<file path="config.mk">
export PLATFORM = sky130hd
export DESIGN_NAME = led_mode_ctrl
export DESIGN_NICKNAME = d
export VERILOG_FILES = /design/src/rtl/led_mode_ctrl.sv
export SDC_FILE = /design/constraint.sdc
export NUM_CORES = 1
export LEC_CHECK = 0
export ABC_AREA = 1
export ABC_CLOCK_PERIOD_IN_PS = 2200
export BUFFER_PORTS_ARGS = -buffer_cell sky130_fd_sc_hd__buf_2
export CAP_MARGIN = 10
export CORE_MARGIN = 3
export CORE_UTILIZATION = 48
export CTS_BUF_LIST = sky130_fd_sc_hd__clkbuf_16
export CTS_CLUSTER_SIZE = 30
export DETAILED_ROUTE_END_ITERATION = 8
export MAX_ROUTING_LAYER = met4
export PLACE_DENSITY_LB_ADDON = 0.3
export SYNTH_ARGS = -nofsm -noshare
export SYNTH_HDL_FRONTEND = slang
export SYNTH_SLANG_ARGS = --single-unit
</file>
<file path="constraint.sdc">
create_clock -name clk -period 2.2 [get_ports clk]
set_clock_uncertainty 0.2 [all_clocks]
set_input_delay 0.44 -clock clk [delete_from_list [all_inputs] [get_ports clk]]
set_output_delay 0.44 -clock clk [all_outputs]
set_load 0.05 [all_outputs]
</file>
<file path="src/rtl/led_mode_ctrl.sv">
// led_mode_ctrl: four-mode LED pattern controller (off, on, 1 Hz blink, quarter-second chase) with pause
module led_mode_ctrl #(
    parameter int CNT_1S = 50_000_000
) (
    input  logic       clk,
    input  logic       rst_n,
    input  logic       key_next,
    input  logic       key_pause,
    output logic [3:0] led,
    output logic [1:0] mode,
    output logic       paused
);
    typedef enum logic [1:0] {OFF = 2'd0, ON = 2'd1, BLINK = 2'd2, CHASE = 2'd3} mode_e;

    localparam logic [31:0] LAST = 32'(CNT_1S - 1);
    localparam logic [31:0] HALF = 32'(CNT_1S / 2);
    localparam logic [31:0] Q1   = 32'(CNT_1S / 4 - 1);
    localparam logic [31:0] Q2   = 32'(CNT_1S / 2 - 1);
    localparam logic [31:0] Q3   = 32'(3 * CNT_1S / 4 - 1);

    mode_e       mode_q, mode_d;
    logic [31:0] timer_q, timer_d;
    logic [1:0]  pos_q, pos_d;
    logic        paused_q, paused_d;
    logic [3:0]  led_q, led_d;
    logic        animated, step, quarter;

    // Next state; outputs are derived from next-state values so a key edge already shows the new pattern.
    // The timer advances only on edges where the pattern is running afterwards, so a resume edge counts.
    always_comb begin
        animated = (mode_q == BLINK) || (mode_q == CHASE);
        mode_d   = key_next ? mode_e'(mode_q + 2'd1) : mode_q;
        paused_d = key_next ? 1'b0 : paused_q ^ (key_pause & animated);
        step     = !key_next && animated && !paused_d;
        quarter  = (timer_q == Q1) || (timer_q == Q2) || (timer_q == Q3) || (timer_q == LAST);
        timer_d  = (key_next || !animated) ? 32'd0 :
                   step ? ((timer_q == LAST) ? 32'd0 : timer_q + 32'd1) : timer_q;
        pos_d    = key_next ? 2'd0 : (step && quarter) ? pos_q + 2'd1 : pos_q;
        led_d    = (mode_d == OFF)   ? 4'b0000 :
                   (mode_d == ON)    ? 4'b1111 :
                   (mode_d == BLINK) ? ((timer_d < HALF) ? 4'b1111 : 4'b0000) :
                                       4'b0001 << pos_d;
    end

    // State and output registers with asynchronous active-low reset
    always_ff @(posedge clk or negedge rst_n) begin
        if (!rst_n) begin
            mode_q   <= OFF;
            timer_q  <= 32'd0;
            pos_q    <= 2'd0;
            paused_q <= 1'b0;
            led_q    <= 4'b0000;
        end else begin
            mode_q   <= mode_d;
            timer_q  <= timer_d;
            pos_q    <= pos_d;
            paused_q <= paused_d;
            led_q    <= led_d;
        end
    end

    assign led    = led_q;
    assign mode   = mode_q;
    assign paused = paused_q;
endmodule
</file>
==> results of run 1 <==
-- metal layers --
| layer | wire [um] | GRT usage [%] |
|---|---|---|
| met5 | 0 | - |
| met4 | 891 | 13.5 |
| met1 | 4320 | 36.0 |
| met3 | 1090 | 6.02 |
| met2 | 5600 | 51.2 |
-- cells by family (layout without fill, tap and decap cells) --
family	count (synthesis)	after routing	synth area share, %
AO/OA/AOI/OAI	22	22	4.21
buffers and inverters	78	211	10.9
AND/OR/NAND/NOR	299	300	45.6
adder cells (fa/ha/maj)	3	3	1.29
flip-flops	41	41	35.3
XOR/XNOR	9	9	2.71
-- power breakdown --
part	switching, mW	internal, mW	leakage [nW]	total, mW
combinational	1.13	0.759	1.67	1.89
sequential	0.0950	0.849	0.554	0.944
clock	0.352	0.538	0.0800	0.890
-- worst max path at each step --
stage,start,end
after floorplan,mode[0],led[0]
after global placement,timer_q[28],led[3]
after detailed placement,mode[0],led[3]
after CTS,mode[1],led[3]
after global routing,mode[0],led[2]
final,mode[0],led[3]
-- synthesized netlist by cell type --
library cell  instances
buf_2                 2
o211ai_1              1
nand2_2               6
nand3b_1              1
nand4_2               1
nand3_2               4
nand2_4               1
dfrtp_1              41
ha_1                  3
a211oi_1              1
nand4_1               8
o21ai_1               1
buf_6                 3
nand2_1             142
nor3_2                1
nor4_1                2
nor2_4                2
inv_1                70
a31oi_1               1
o21ai_0              13
a21oi_1               3
a32o_1                1
xnor2_1               2
nor2_1               62
xor2_1                7
inv_2                 3
nor2_2                8
nor3_1               11
o22ai_1               1
nand3_1              48
and2_1                2
-- flip-flops by register name (all words and copies together) (netlist names) --
signal / count
led: 4
mode: 2
paused: 1
pos_q: 2
timer_q: 32
-- cell type report --
| class | instances | area, um2 |
|---|---|---|
| repair buffers | 130 | 1070 |
| multi-input cells | 334 | 1900 |
| clock inverters | 3 | 46.3 |
| fillers | 351 | 1120 |
| flip-flops and latches | 41 | 1030 |
| clock buffers | 5 | 125 |
| inverters | 73 | 292 |
| well taps | 72 | 90.1 |
-- what timing repair did --
item                       CTS  global route
hold endpoints to repair    41             0
gates cloned                 2             0
setup endpoints to repair    5            11
resized for setup           48            47
hold buffers                 1             0
pin swaps                   24            25
setup buffers               10            11
-- stage by stage --
step | total power [mW] | worst slack [ps] | std cells
final | 3.72 | -353 | 658
after global routing | 3.86 | -541 | 658
after CTS | 3.46 | -194 | 649
after detailed placement | 2.25 | -367 | 628
after global placement | 2.21 | -222 | 628
after floorplan | 1.70 | -212 | 452
-- layout by cell type, fill, tap and decap left out, drive strengths merged, types with 2 or more instances in the layout --
cell / instances
nand3: 52
nor4: 2
buf: 129
nand2: 150
o21ai: 14
nand4: 9
clkinv: 2
xnor2: 2
ha: 3
dfrtp: 41
nor3: 12
clkbuf: 5
xor2: 7
nor2: 72
inv: 72
a21oi: 3
and2: 2
-- worst max-delay path, delay by kind of cell, from the launching register on --
family | cells | cell delay, ps
flip-flops | 1 | 450
AND/OR/NAND/NOR | 11 | 1250
buffers and inverters | 4 | 440
adder cells (fa/ha/maj) | 1 | 150
==> metrics, run 1 <==
status=complete, but fails checks; failing checks=setup timing; core area=5680 um2; Final Core Density=80.3%; Mapped Nets=459; relative slew slack=70.0%; Post-Place Cell Area=3820 um2; fin worst setup slack=-353 ps; Startpoint Class=flip-flop; Crit path required time=2230 ps; Worst Setup End Kind=flip-flop; HPWL after DPL=7190 um; Distinct cells, synth=31; VDD IR max=0.865 mV; worst min-delay path category=input pin to flip-flop; P_leak=2.31 nW; Worst Min Path Start=key_next; CTS tree=done; crit-path cells=inv_2 > ha_4 > inv_4 > nand2_4 > nand3_4 > nand3_4 > buf_6 > nand4_1 > buf_4 > nor2_4 > nand3_1 > nand3_2 > nand3_1 > nor2_4 > nand3_2 > nand2_1; Yosys top cell by area=dfrtp_1; Cell Rows=27; grt ovf=0; root cell of the clock tree=clkbuf_16; synth warn=0; Gate Count Post-Synth=452; Worst-Margin Slew=446 ps; design area=4560 um2; Final Hold Viols=0; vias in the first global route=3513; GRT Total Usage=30.7%; total negative slack=-1500 ps; f_max=0.392 GHz; Final min period=2550 ps; Reg2Reg Depth=16; I/O Buffers=10; Initial DRT Pass Iterations=8; Area Overhead vs Synth=56.7%; fin crit share=116%; R2R setup slack=-350 ps; power density cells=816 nW/um2; Hold Path End=led[0]; final max-slew violation count=0; total I/O pin count=11; Diodes inserted=0; DR WL/cell=18.1 um; DIE HEIGHT=83.9 um; worst skew pair latency=290 ps; hold slack=348 ps; synth top area cells=dfrtp_1, nand2_1, inv_1; number of max-cap violations=0; Crit Path Category=flip-flop to flip-flop; NumNets Final=592; chip width=83.9 um; Initial Util=51.3%; Worst Hold Path Cells=4; Final ANT Viol Nets=0; syn_area_per_cell=6.44 um2; H-tree depth=2; Via Count=3805; final setup vio count=7; CTS Buf Count=5; Die Area=7030 um2; placer congestion estimate=1.03; initial detailed-routing violation count=485; Seq cells post-synth=41; worst-path maximum fanout=5; Via density=5.78; Data arrival, critical path=2580 ps; Seq/Total Area, Yosys=35.3%; CTS Sinks=41; DR DRC count=0; worst r2r src=mode[0]; reg2reg end=led[3]; Post-Route WL=11900 um; Clock Path Buffers=2; Reg clk slew, reported paths=70 ps; initial antenna violation count=0; global-route wire length before repair=16700 um; slowest CP cell=dfrtp_2; fraction of layout cells with a size suffix above 1=38.1%; RSZ-0062 raised after global routing=yes; Mapped Area=2910 um2; CP max stage delay=450 ps; largest net degree at the start of global routing=42; Synth top area share=35.3%
No activity file was read; power rests on OpenSTA's default activity.
==> run 2: changes to the inputs <==
Settings changed: BUFFER_PORTS_ARGS -buffer_cell sky130_fd_sc_hd__buf_2 to -buffer_cell sky130_fd_sc_hd__buf_4.
==> run 2 against run 1 <==
Compared with the run above:
- the flow still finishes with violations (setup timing)
- fmax fell by 0.89%
- sequential power fell by 0.7%
- worst setup slack got worse by 23 ps
- cell area fell by 1.9%
- highest routed layer unchanged
- critical endpoint is now led[0]
- global-route usage fell by 1.0 points
- largest power group unchanged
==> metrics, run 2 (same netlist as run 1, synthesis figures left out) <==
chip width=83.9 um (unchanged); Hold Path End=paused; root cell of the clock tree=clkbuf_16; final setup vio count=7 (unchanged); global-route wire length before repair=16300 um (-2.2%); NumNets Final=599 (+1.2%); relative slew slack=62.8% (-7.2 points); H-tree depth=2 (unchanged); worst skew pair latency=290 ps (about the same); placed insts=637 (+1.4%); Data arrival, critical path=2600 ps (+20 ps); final max-slew violation count=0 (unchanged); VDD IR max=0.961 mV (+11%); grt ovf=0 (unchanged); RSZ-0062 raised after global routing=yes; Startpoint Class=flip-flop; f_max=0.388 GHz (-0.89%); DR WL/cell=15.6 um (-14%); placer congestion estimate=1.01 (-1.9%); Top Metal Used=met4; Via density=5.30 (-8.3%); initial antenna violation count=0 (unchanged); Reg clk slew, reported paths=60 ps (about the same); CTS tree=done; WL met1=4240 um (-1.9%); status=complete, but fails checks; Final Hold Viols=0 (unchanged); worst-path maximum fanout=7 (+2); GRT Total Usage=29.7% (-1.0 points); reg2reg end=led[0]; Worst Setup End Kind=flip-flop; I/O Buffers=10 (unchanged); HPWL after DPL=7210 um (+0.27%); P_leak=2.33 nW (+1.0%); design area=4470 um2 (-1.9%); Post-Place Cell Area=3880 um2 (+1.8%); Layout Cells excl Fill=665 (+1.1%); Crit Path Category=flip-flop to flip-flop; Initial DRT Pass Iterations=5 (-3); total I/O pin count=11 (unchanged); Worst-Margin Slew=558 ps (+112 ps); fin worst setup slack=-376 ps (-22.8 ps); Most flops, register=timer_q; most frequent cells in the layout=nand2_1, buf_4, inv_1, nor2_1, nand3_1; core area=5680 um2 (unchanged); Final min period=2580 ps (+22.8 ps); fraction of layout cells with a size suffix above 1=36.6% (-1.5 points); Final ANT Viol Nets=0 (unchanged); Power, Total=3.57 mW (-4.0%); Worst Min Path Start=key_next; WL met2=5170 um (-7.7%); Initial Util=51.3% (unchanged); commonest non-fill, non-tap cell in the layout=nand2_1; CTS Buf Count=5 (unchanged); CTS Sinks=41 (unchanged); Reg2Reg Depth=18 (+2); Area Overhead vs Synth=53.7%; worst r2r src=timer_q[0]; met3 wire length=697 um (-36%); Die Area=7030 um2 (unchanged); initial detailed-routing violation count=307 (-37%); Crit path required time=2230 ps (about the same); failing checks=setup timing; max reg flops=32 (unchanged); Filler cells=437 (+25%); vias in the first global route=3552 (+1.1%); power density cells=799 nW/um2 (-2.1%); Post-Route WL=10400 um (-13%); largest net degree at the start of global routing=42 (unchanged); Via Count=3525 (-7.4%); fin crit share=117% (+1.0 points); R2R setup slack=-380 ps (-20 ps); hold slack=266 ps (-82.5 ps); Worst Hold Path Cells=4 (unchanged); worst min-delay path category=input pin to flip-flop; Diodes inserted=0 (unchanged); Cell Rows=27 (unchanged); DIE HEIGHT=83.9 um (unchanged); DR DRC count=0 (unchanged); Clock Path Buffers=2 (unchanged); number of max-cap violations=0 (unchanged)
run 2: cell types whose count changed in the layout (fill, tap and decap cells not counted), sizes merged:
cell / previous run / this run
buf: 129 / 137
bufinv: 1 / 2
clkinv: 2 / 1
clkinvlp: 1 / 0
inv: 72 / 73
nand2: 150 / 149
run 2: worst max path at each step:
stage / start / end / slack, ps / cells after the start
5_1_grt: timer_q[2] / led[1] / -500 / 13
4_1_cts: timer_q[1] / led[1] / -200 / 17
2_1_floorplan: mode[0] / led[0] / -210 / 18
3_3_place_gp: timer_q[28] / led[2] / -230 / 16
6_report: timer_q[0] / led[0] / -380 / 18
3_5_place_dp: mode[0] / led[0] / -320 / 19
run 2: critical path: stages (launching register included):
cell     delay, ps
dfrtp_1        410
ha_4           170
buf_4          110
nand2_4         50
nor2_4         150
nand2_1         70
nor2_1         110
nand3_2        120
nand2_4        120
nand2_8         70
buf_6          150
buf_6          120
nand2_2         60
nor2_2          40
nor2_1         120
nand2_1         90
nor2_4         150
nand3_2        110
nand2_1         90
run 2: routing by layer:
layer  up-vias  GRT usage, %
met4         0          9.21
met1      1637          36.6
met3        30          4.05
li1       1698             -
met2       160          50.5
met5         -             -
run 2: timing repair:
item	CTS	global route
gates resized for setup	39	26
hold buffers	1	0
pin swaps	20	22
hold endpoints to repair	41	0
buffers inserted	11	8
cloned	0	0
endpoints found under the setup margin	5	10
run 2: power by group:
group	switching (mW)	leakage (nW)	internal, mW
registers	0.0877	0.553	0.850
clock network	0.321	0.0938	0.649
logic	0.999	1.68	0.667
total	1.41	2.33	2.17
run 2: layout make-up:
cell class                 instances  area (um2)  share of cell area (%)
sequential                        41        1030                    23.0
timing repair buffer             138        1080                    24.1
tap                               72        90.1                    2.01
clock inverter                     3        65.1                    1.45
clock buffer                       5         125                    2.80
inverter                          73         282                    6.29
multi-input combinational        333        1800                    40.3
run 2: through the flow:
| step | utilization (%) | worst slack, ps | setup TNS (ps) |
|---|---|---|---|
| 6_report | 78.8 | -376 | -1560 |
| 5_1_grt | 78.8 | -495 | -2840 |
| 3_5_place_dp | 68.5 | -317 | -1380 |
| 4_1_cts | 75.8 | -202 | -773 |
| 3_3_place_gp | 68.5 | -235 | -1040 |
| 2_1_floorplan | - | -212 | -846 |
==> run 3: changes to the inputs <==
Settings changed: CORE_ASPECT_RATIO set to 1.1, PLACE_DENSITY set to 0.67, PLACE_DENSITY_LB_ADDON 0.3 to not set.
==> run 3 against run 2 <==
Compared with the run above:
- the flow still finishes with violations (setup timing)
- clock power shrank 13%
- cell area shrank 1.2%
- die area barely moved
- critical endpoint is now led[1]
- largest cell class unchanged
==> metrics, run 3 (same netlist as run 1, synthesis figures left out) <==
core area=5810 um2 (+2.3%); chip width=80.2 um (-4.3%); most frequent cells in the layout=nand2_1, buf_4, inv_1, nor2_1, nand3_1; Final ANT Viol Nets=0 (unchanged); H-tree depth=2 (unchanged); vias in the first global route=3303 (-7.0%); Final min period=2450 ps (-121 ps); Crit path required time=2180 ps (-50 ps); Die Area=7030 um2 (about the same); fraction of layout cells with a size suffix above 1=34.8% (-1.8 points); placer congestion estimate=0.998 (-1.5%); Top Family by Delay on Critical Path=simple AND/OR/NAND/NOR gates; final max-slew violation count=0 (unchanged); max reg flops=32 (unchanged); grt ovf=0 (unchanged); fin crit share=112% (-5.5 points); CTS Buf Count=5 (unchanged); total negative slack=-993 ps (+566 ps); fin worst setup slack=-254 ps (+121 ps); CTS tree=done; slowest CP cell=dfrtp_1; initial detailed-routing violation count=278 (-9.4%); worst min-delay path category=input pin to flip-flop; global-route wire length before repair=15600 um (-4.1%); initial antenna violation count=0 (unchanged); Worst-Margin Slew=528 ps (-30.1 ps); largest net degree at the start of global routing=42 (unchanged); f_max=0.407 GHz (+4.9%); HPWL after DPL=7220 um (about the same); Final Core Density=76.1% (-2.7 points); cell repeated most along the worst path=nand2_1; worst-path maximum fanout=4 (-3); Via density=5.14 (-3.0%); Reg clk slew, reported paths=60 ps (about the same); GRT Total Usage=29.9% (+0.22 points); DR WL/cell=14.6 um (-6.6%); NumNets Final=587 (-2.0%); final setup vio count=4 (-3); Worst Setup End Kind=flip-flop; DR DRC count=0 (unchanged); Data arrival, critical path=2430 ps (-170 ps); Startpoint Class=flip-flop; worst r2r src=timer_q[14]; Post-Route WL=9600 um (-7.6%); Clock Path Buffers=2 (unchanged); total I/O pin count=11 (unchanged); Filler cells=439 (+0.46%); Initial DRT Pass Iterations=5 (unchanged); P_leak=2.29 nW (-1.6%); Via Count=3384 (-4.0%); root cell of the clock tree=clkbuf_16; crit path buf inv count=1 (-2); CP max stage delay=370 ps (-40 ps); DIE HEIGHT=87.7 um (+4.5%); commonest non-fill, non-tap cell in the layout=nand2_1; power density cells=764 nW/um2 (-4.4%); crit path from=timer_q[14]; Most flops, register=timer_q; Diodes inserted=0 (unchanged); CTS Sinks=41 (unchanged); Cell Rows=29 (+7.4%); Worst Min Path Start=key_next; crit-path cells=nand2_1 > nor2_1 > buf_4 > nand2_1 > nor2_1 > nand2_1 > xor2_1 > nand2_1 > nand2_1 > nor2_1 > nand3_1 > nor2_1 > nand2_1 > nand3_2 > nand2_1; Crit Path Category=flip-flop to flip-flop; relative slew slack=64.8% (+2.0 points); I/O Buffers=10 (unchanged); failing checks=setup timing; Final Hold Viols=0 (unchanged); worst skew pair latency=290 ps (about the same); VDD IR max=0.727 mV (-24%); status=complete, but fails checks; Area Overhead vs Synth=51.8%; RSZ-0062 raised after global routing=yes; Initial Util=50.1% (-1.1 points); number of max-cap violations=0 (unchanged)
run 3: power by group:
part	switching (mW)	internal, mW	total [mW]
clock	0.314	0.532	0.846
combinational	0.980	0.615	1.60
sequential	0.0845	0.849	0.934
total	1.38	2.00	3.37
run 3: per-stage QoR:
step	hold WS [ps]	power, mW	setup WS [ps]	cells	area, um2
2_1_floorplan	-55.6	1.70	-212	452	2940
3_3_place_gp	246	2.25	-215	639	3870
3_5_place_dp	251	2.27	-305	639	3870
4_1_cts	394	3.25	-182	655	4220
5_1_grt	420	3.56	-433	658	4420
6_report	404	3.38	-254	658	4420
run 3: path summary, 6_finish.rpt:
check | slack, ps | cells after the start | end
min in group asynchronous | 470 | 2 | timer_q[8]
hold reg to reg | 410 | 2 | timer_q[8]
hold / removal | 400 | 4 | mode[0]
setup / recovery | -250 | 15 | led[1]
max in group asynchronous | 930 | 2 | mode[1]
setup reg to reg | -250 | 15 | led[1]
run 3: what timing repair did:
item	in CTS	in global routing
setup buffers	6	6
resized for setup	30	45
pin swaps	15	27
cloned	1	0
hold buffers	1	0
endpoints found under the setup margin	5	15
endpoints found under the hold margin	41	0
run 3: final cells by class:
type | count | area [um2] | area share (%)
well taps | 77 | 96.3 | 2.18
repair buffers | 125 | 983 | 22.3
clock buffers | 5 | 125 | 2.83
flip-flops and latches | 41 | 1030 | 23.3
multi-input cells | 334 | 1860 | 42.0
inverters | 73 | 284 | 6.43
clock inverters | 3 | 41.3 | 0.934
run 3: worst reg2reg max path: stages, from the launching register on:
cell and delay [ps]:
dfrtp_1 370, nand2_1 90, nor2_1 260, buf_4 180, nand2_1 70, nor2_1 130, nand2_1 90, xor2_1 140
nand2_1 50, nand2_1 70, nor2_1 230, nand3_1 120, nor2_1 130, nand2_1 70, nand3_2 90, nand2_1 60
run 3: layer usage:
layer / global-route usage [%] / routed length, um / vias up
met3: 3.40 / 397 / 21
met4: 10.3 / 249 / 0
met5: - / 0 / -
li1: - / - / 1665
met2: 50.2 / 4820 / 107
met1: 37.4 / 4140 / 1591
